--- config.mk ---
export PLATFORM = sky130hd
export DESIGN_NAME = tff_mod_counter
export DESIGN_NICKNAME = d
export VERILOG_FILES = /design/src/rtl/tff_mod_counter.sv
export SDC_FILE = /design/constraint.sdc
export NUM_CORES = 1
export LEC_CHECK = 0
export CORE_MARGIN = 4
export CORE_UTILIZATION = 47
export CTS_BUF_LIST = sky130_fd_sc_hd__clkbuf_8
export DETAILED_ROUTE_END_ITERATION = 6
export GPL_ROUTABILITY_DRIVEN = 0
export PLACE_DENSITY = 0.82
export SLEW_MARGIN = 20
export SYNTH_ARGS = -nofsm -noshare
export SYNTH_HDL_FRONTEND = slang
export SYNTH_SLANG_ARGS = --single-unit
--- constraint.sdc ---
create_clock -name clk -period 2.7 [get_ports clk]
set_clock_uncertainty 0.2 [all_clocks]
set_input_delay 0.675 -clock clk [delete_from_list [all_inputs] [get_ports clk]]
set_output_delay 0.675 -clock clk [all_outputs]
set_load 0.005 [all_outputs]
--- src/rtl/tff_mod_counter.sv ---
// Bank of WIDTH T flip-flops: modulo up/down counter with load, wrap/saturate,
// terminal-count pulse and sticky overflow, or a free per-bit toggle bank.
module tff_mod_counter #(
  parameter int WIDTH    = 8,
  parameter int MODULUS  = 256,
  parameter int SATURATE = 0
) (
  input  logic             clk,
  input  logic             reset,
  input  logic             en,
  input  logic             mode,
  input  logic             up,
  input  logic             load,
  input  logic [WIDTH-1:0] load_val,
  input  logic [WIDTH-1:0] t_vec,
  input  logic             ovf_clr,
  output logic [WIDTH-1:0] q,
  output logic [WIDTH-1:0] qbar,
  output logic             tc,
  output logic             ovf
);

  // MODULUS may be 2^WIDTH, so the top value itself always fits in WIDTH bits.
  localparam logic [WIDTH-1:0] C_MAX = WIDTH'(MODULUS - 1);
  localparam bit               C_SAT = (SATURATE != 0);

  logic [WIDTH-1:0] r_q;
  logic [WIDTH-1:0] r_qbar;
  logic             r_tc;
  logic             r_ovf;

  logic             w_at_top;
  logic             w_at_bot;
  logic             w_bound;
  logic [WIDTH-1:0] w_step_q;
  logic [WIDTH-1:0] w_load_q;
  logic [WIDTH-1:0] w_next_q;

  // Values left above C_MAX by a toggle excursion count as the upper bound.
  assign w_at_top = (r_q >= C_MAX);
  assign w_at_bot = (r_q == '0);
  assign w_bound  = en & ~load & ~mode & (up ? w_at_top : w_at_bot);
  assign w_load_q = (!mode && (load_val > C_MAX)) ? C_MAX : load_val;

  always_comb begin
    w_step_q = r_q;
    if (up) begin
      if (w_at_top) w_step_q = C_SAT ? r_q : '0;
      else          w_step_q = r_q + WIDTH'(1);
    end else begin
      if (w_at_bot) w_step_q = C_SAT ? r_q : C_MAX;
      else          w_step_q = r_q - WIDTH'(1);
    end
  end

  always_comb begin
    w_next_q = r_q;
    if (load)      w_next_q = w_load_q;
    else if (en)   w_next_q = mode ? (r_q ^ t_vec) : w_step_q;
  end

  always_ff @(posedge clk) begin
    if (reset) begin
      r_q    <= '0;
      r_qbar <= '1;
      r_tc   <= 1'b0;
      r_ovf  <= 1'b0;
    end else begin
      r_q    <= w_next_q;
      r_qbar <= ~w_next_q;
      r_tc   <= w_bound;
      // a boundary event on the same edge as ovf_clr leaves the flag set
      r_ovf  <= w_bound | (r_ovf & ~ovf_clr);
    end
  end

  assign q    = r_q;
  assign qbar = r_qbar;
  assign tc   = r_tc;
  assign ovf  = r_ovf;

endmodule
### Word-level counts from Yosys, hierarchy flattened

Index checks and enable logic that the tools add are counted.

* output and inout port bits: 18
* bits in read-only memories: 0
* bits in writable memories: 0
* logic and storage cells: 29
* register bits: 18
* latch bits: 0
* memories: 0

* bitwise logic cells: 10
* reductions and logical operators: 3
* div/mod/pow operators: 0
* shifts and indexed selects: 0
* mux-type cells: 8
* equality and inequality tests: 0
* add/subtract/negate cells: 2
* $mul: 0
* order comparisons: 2

Operator list (number)
* $mux 8: 7
* $add 8x1->8 const B: 1
* $ge 8x8->1 const B: 1
* $gt 8x8->1 const B: 1
* $logic_not 8->1: 1
* $not 8->8: 1
* $sub 8x1->8 const B: 1
* $xor 8x8->8: 1
* $and 1x1->1: 4
* $not 1->1: 3
* $logic_and 1x1->1: 1
* $logic_not 1->1: 1
* $mux 1: 1
* $or 1x1->1: 1

### Depth between registers and ports, before layout

* depth in word-level cells: 7
* depth in mapped cells: 7

### Least setup slack after synthesis

No wires, ideal clock.

* kind: input to register
* start point: in up
* end point: reg r_q[6], in the netlist q[6]
* stages on the path: 6
* library setup time: 0.115 ns
* arrival: 1.810 ns
* setup slack: 0.575 ns
* required time: 2.385 ns
* path buffers: 1
* cells stage by stage: buf_2 > and4_1 > nand2_1 > and3_1 > or4_1 > and2_1

* cells in the longest elaborated chain, start to end: 4

RTL lines
* from (decl): RTL line 12 `input logic up,`
* $mux 8: RTL line 47 `if (up) begin`
* $mux 8 (2 in series): RTL line 59 `else if (en) w_next_q = mode ? (r_q ^ t_vec) : w_step_q;`
* $mux 8: RTL line 58 `if (load) w_next_q = w_load_q;`
* to (signal assigned): RTL line 69 `r_q <= w_next_q;`
* to (decl): RTL line 27 `logic [WIDTH-1:0] r_q;`

No other way between the ends.
A chain may end at the register's enable or synchronous reset.

### Final worst setup path

* start point: reg r_q[0], in the netlist q[0]
* end point: reg r_qbar[2], in the netlist qbar[2]

* cells in the longest elaborated chain, start to end: 7
* elaborated cells on any way between the ends: 11
* those cells by class: add/sub (2); order compare (1); mux (6); bitwise (1); reduce/logical (1)

RTL lines
* $sub 8x1->8 (tied with other cells): RTL line 52 `else w_step_q = r_q - WIDTH'(1);`
* $mux 8, on equally long branches: RTL line 51, 48
* $mux 8 *: RTL line 47
* $mux 8 * (2 in series): RTL line 59
* $mux 8 *: RTL line 58
* $not 8->8 *: RTL line 70 `r_qbar <= ~w_next_q;`
* to (signal assigned): RTL line 70
* to (decl): RTL line 28 `logic [WIDTH-1:0] r_qbar;`

Mark *: on every way between the ends. The rest lies on a longest branch, timed or not.

==> run_results.csv <==
group,metric,value,unit
floorplan,fp.coreArea,0.002455,mm2
drt,drtIter0Drc,59,
timing,worstMarginPinSlew,495.4,ps
power,comb_power_share,29.7,%
yosys,syn_area,0.001207,mm2
power,ir_drop,0.3221,mV
outcome,status,"finished clean",
grt,grt_pass1_wl,5671,um
layout,syn_to_final_growth,41.45,%
worst_setup_path,arrival,2380,ps
clock_tree,post_cts_resized,0,
power,swShare,29.33,%
worst_setup_path,crit_path_top_delay_cell,"nor2b_1",
layout,fillCellCount,215,
placement,place_area,0.001653,mm2
timing,slew_violations,0,
clock_tree,numCtsBuffers,3,
timing,hold-worst-slack,264.6,ps
power,leakage,0.0006657,uW
floorplan,die-area,0.003444,mm2
worst_setup_path,end_kind,"register",
yosys,netlist_top_cells_area,"dfxtp_1 (30%), o21ai_0 (5.4%), a21oi_1 (5.0%)",
layout,fin_cells,227,
yosys,synth.distinct_cells,48,
hold_path,hold_class,"register to register",
yosys,syn_nets,181,
worst_setup_path,reg2reg_slack,250,ps
drt,vias,1344,
floorplan,rows,18,
yosys,ys.flop_type,"dfxtp_1",
grt,antenna_found_initial,0,
yosys,synth.avg_cell_area,7.790,um2
worst_setup_path,worst-setup-path-type,"register to register",
yosys,yosys_register_bits,18,
timing,setup_viol,0,
grt,grt_pass1_vias,1277,
layout,fin_nets,224,
worst_setup_path,path_buf_inv,1,
drt,drcViolationCount,0,
yosys,yosysTopAreaCell,"dfxtp_1",
timing,fin_setup_tns,0,ps
layout,drive_gt1_share,9.137,%
clock_tree,cts_tree,"yes",
clock_tree,cts_root_buf,"clkbuf_8",
drt,viasPerCell,5.921,
worst_setup_path,crit_chain,"inv_1 > ha_1 > nor2b_1 > a41oi_2 > a221oi_2 > a211oi_1 > or4_1",
yosys,synth_top_area_share,29.84,%
power,p_switching,224.4,uW
clock_tree,cts_max_path_buffers,2,
clock_tree,clk_pin_slew,80,ps
timing,fin_crit_sh,90.67,%
worst_setup_path,cp_slowest_stage_delay,430,ps
yosys,ys_seq_area_share,29.84,%
layout,antennaDiodeCount,0,
drt,routedWlPerCell,15.49,um
floorplan,start_util,49.18,%
timing,fin_crit,2448,ps
placement,dp_hpwl,2687,um
layout,fin_area,0.001708,mm2
drt,ant_nets,0,
placement,portBuffers,40,
yosys,synth-edff-count,0,
floorplan,ios,41,
floorplan,die_y,58.69,um
power,clock_power_share,29.4,%
grt,grt_start_max_net_pins,13,
clock_tree,clkSinkCount,18,
clock_tree,htree_levels,1,
drt,dr.pass1.iters,4,
timing,fmax,0.4085,GHz
timing,rsz0062_at_grt,"false",
worst_setup_path,cp_max_fo,7,
timing,slew_headroom,66.90,%
yosys,synthCells,155,
clock_tree,clk_latency,260,ps
flow_run,cap_viol_max_count,0,
floorplan,die_x,58.69,um
power,internal_power,540.6,uW
grt,grtUsageTotal,21.07,%
worst_setup_path,cp-start-kind,"register",
power,sequentialPowerShare,41.0,%
power,power.density,448.0,mW/mm2
worst_setup_path,cp_top_family,"simple AND/OR/NAND/NOR gates",
drt,wirelength,3516,um
clock_tree,postCtsSetupBuffers,0,
yosys,postSynth.asyncResetShare,0,%
worst_setup_path,crit_required,2630,ps
grt,gr-total-overflow,0,
yosys,yosysWarnings,0,
clock_tree,cts_hold_buffers,0,
timing,hold_viol,0,
placement,dp.cells,223,
[area by class of cell]
cell class / count / area (um2) / area share [%]
well taps: 30 / 37.54 / 2.198
clock buffers: 4 / 55.05 / 3.223
multi-input cells: 117 / 757.0 / 44.32
flip-flops and latches: 18 / 360.3 / 21.10
inverters: 10 / 37.54 / 2.198
repair buffers: 48 / 460.4 / 26.96
[routing by layer]
metal,track usage [%],up-vias,wire length (um)
met5,0,-,0
met3,2.412,13,249
met2,35.73,68,1713
li1,-,662,-
met4,11.00,0,95
met1,26.15,601,1457
[power groups by stage]
stage	logic, uW	registers [uW]	clock network [uW]
2_1_floorplan	132	308	0
3_3_place_gp	219	317	0
3_5_place_dp	224	319	0
4_1_cts	227	313	224
5_1_grt	249	317	234
6_report	227	313	225
[kinds of logic after synthesis]
logic type	count (synthesis)	synth area share, %
AOI/OAI and AO/OA	54	30.88
xor gates and xnor gates	7	5.078
adders and majority gates	3	3.109
buffers and inverters	20	7.461
DFF	18	29.84
and+or+nand+nor	53	23.63
[cells in the final DEF (no fill, tap or decap), drive strengths merged, types with 6 or more instances in the layout]
| cell | count |
|---|---|
| xnor2 | 6 |
| nor2 | 10 |
| clkdlybuf4s50 | 40 |
| nand2 | 11 |
| nand3 | 8 |
| buf | 8 |
| o21ai | 13 |
| inv | 10 |
| dfxtp | 18 |
| a21oi | 12 |
[sequential cells by signal, indices dropped and copies added (netlist names), named ones only]
signal  count
qbar        8
q           7
ovf         1
tc          1
[Yosys cell counts (3+ instances only)]
library cell  count
buf_2             3
clkbuf_1          5
inv_1            10
o21ai_0          13
a21oi_1          12
nand2_1          11
nor2_1           10
dfxtp_1          18
nand3_1           8
a31oi_1           4
nand2b_1          3
xnor2_1           6
o21a_1            4
ha_1              3
and3_1            4
[per-stage QoR]
step           setup WS [ps]  util (%)  total power, uW
2_1_floorplan          574.7         -            439.9
3_3_place_gp           96.22     67.33            536.2
3_5_place_dp           44.78     67.33            543.1
4_1_cts                298.9     69.57            763.8
5_1_grt                110.7     69.57            800.6
6_report               251.9     69.57            765.1
[path summary, 6_finish.rpt]
check | startpoint | to | depth (start not counted)
max | q[0] | qbar[2] | 7
min | ovf | ovf | 1
max reg2reg | q[0] | qbar[2] | 7
min reg2reg | ovf | ovf | 1
Note: power is estimated with default switching activity, not from simulation.
==> RTL edit, RTL diff (config.mk and constraints unchanged) <==
`SATURATE`: 0 -> 1.
--- a/src/rtl/tff_mod_counter.sv
+++ b/src/rtl/tff_mod_counter.sv
@@ -4,5 +4,5 @@
   parameter int WIDTH    = 8,
   parameter int MODULUS  = 256,
-  parameter int SATURATE = 0
+  parameter int SATURATE = 1
 ) (
   input  logic             clk,
Behaviour: not the same (Yosys sat finds a counterexample within 4 cycles, from zero or initial values and one cycle with reset high).
==> RTL edit against the original RTL <==
Critical path depth fell by 6. Routed wire length grew 9.0%. Design area is 8.2% higher. Synthesized cell count up 9.0%. Total power up 5.7%. Sequential power is 5% higher. Sequential cell count unchanged. Synthesized area is 13% higher. Via count is 11% higher. Count of clock-buffer cells in the layout stayed put. Register-to-register slack improved by 0.08 ns. Worst setup slack improved by 0.0023 ns. First-iteration DRC count is 6.8% higher.
==> RTL edit: results (changes against the original RTL) <==
diodes: 0  # unchanged
synth_compound_area_frac: 0.3116  # was 0.3088
synth_common_cells: "18 x dfxtp_1, 15 x nor2_1, 12 x clkbuf_1"  # was 18 x dfxtp_1, 13 x o21ai_0, 12 x a21oi_1
grt_pass1_vias: 1413  # was 1277
worst-path-max-fanout: 17  # was 7
synth.top_cell.area_share: 0.2640  # was 0.2984
largest_reg_flops: 8  # unchanged
hp-class: "reg2reg"  # unchanged
muxShareOfSynthArea: 0.01558  # was 0
ys_top_cells_by_area: "dfxtp_1 26%, nor2_1 4.1%, a221o_1 3.7%, clkbuf_1 3.3%, a21oi_1 2.9%"  # was dfxtp_1 30%, o21ai_0 5.4%, a21oi_1 5.0%, xnor2_1 4.4%, nand2_1 3.4%
fillers: 231  # was 215
synth_flop_cell: "dfxtp_1"  # unchanged
synthArstFlopShare: 0  # unchanged
drt_iter0_markers: 63  # was 59
status: "finished clean"  # unchanged
grt_max_degree: 18  # was 13
cp.arrival_ns: 1.57  # was 2.38 ns
routed_wl_um: 3831  # was 3516 µm
syn_avg_cell_area_um2: 8.077  # was 7.790 µm²
cts_made_buffers: 3  # unchanged
port-buffer-count: 40  # unchanged
synth_warnings: 0  # unchanged
htreeDepth: 1  # unchanged
vdd_drop_max_uv: 338.5  # was 322.1 µV
nNetsFinal: 232  # was 224
dp_hpwl_um: 2863  # was 2687 µm
power.leakage_nw: 0.6971  # was 0.6657 nW
track_usage: 0.2165  # was 0.2107
grt_pass1_wl_um: 6348  # was 5671 µm
max_slew_margin: 0.6079  # was 0.6690
synth_cell_types: 52  # was 48
clockBufferDepth: 2  # unchanged
yosys.area_share.xor_xnor: 0.03850  # was 0.05078
routedWlPerCell_um: 16.23  # was 15.49 µm
viasPerCell: 6.343  # was 5.921
placed_area_um2: 1793  # was 1653 µm²
synth_fa_ha_area_frac: 0.02750  # was 0.03109
dr.pass1.iters: 4  # unchanged
synth_fp_nets: 195  # was 181
cts_resized: 0  # unchanged
layout-drive-gt1-share: 0.09756  # was 0.09137
critPathMaxStageDelay_ns: 0.70  # was 0.43 ns
crit_slowest_cell: "dfxtp_1"  # was nor2b_1
preCtsSetupSlack_ns: 0.1121  # was 0.04478 ns
critPathTopFamily: "flip-flops"  # was simple AND/OR/NAND/NOR gates
seq_area_frac_synth: 0.2640  # was 0.2984
cts_setup_buffers: 0  # unchanged
-- RTL edit: kinds of logic (layout without fill, tap and decap cells) --
kind of cell	count (synthesis)	in the layout
mux	2	2
flops	18	18
xor+xnor	6	6
compound gates	55	55
simple gates	61	61
fa+ha+maj	3	3
buf+inv	24	60
-- RTL edit: worst paths after layout --
path	start	endpoint	slack (ns)	depth (start not counted)
setup reg to reg	q[0]	q[4]	0.33	6
setup / recovery	q[2]	q[2]	0.25	1
hold reg to reg	ovf	ovf	0.28	2
hold / removal	ovf	ovf	0.28	2
-- RTL edit: power breakdown --
| part | switching [mW] | internal, mW | total [mW] |
|---|---|---|---|
| sequential | 0.0401 | 0.287 | 0.328 |
| combinational | 0.110 | 0.143 | 0.253 |
| clock | 0.0985 | 0.130 | 0.228 |
-- RTL edit: area by class of cell --
type / instances / area [µm²] / share of cell area
clock buffers: 4 / 55.05 / 0.02979
inverters: 8 / 30.03 / 0.01625
multi-input cells: 127 / 903.4 / 0.4888
flip-flops and latches: 18 / 360.3 / 0.1950
well taps: 31 / 38.79 / 0.02099
repair buffers: 48 / 460.4 / 0.2492
-- RTL edit: metal layers --
metal	wire [µm]	global-route usage
met5	0	0
met4	34	0.06364
met3	183	0.02066
met2	1907	0.3737
met1	1706	0.2852
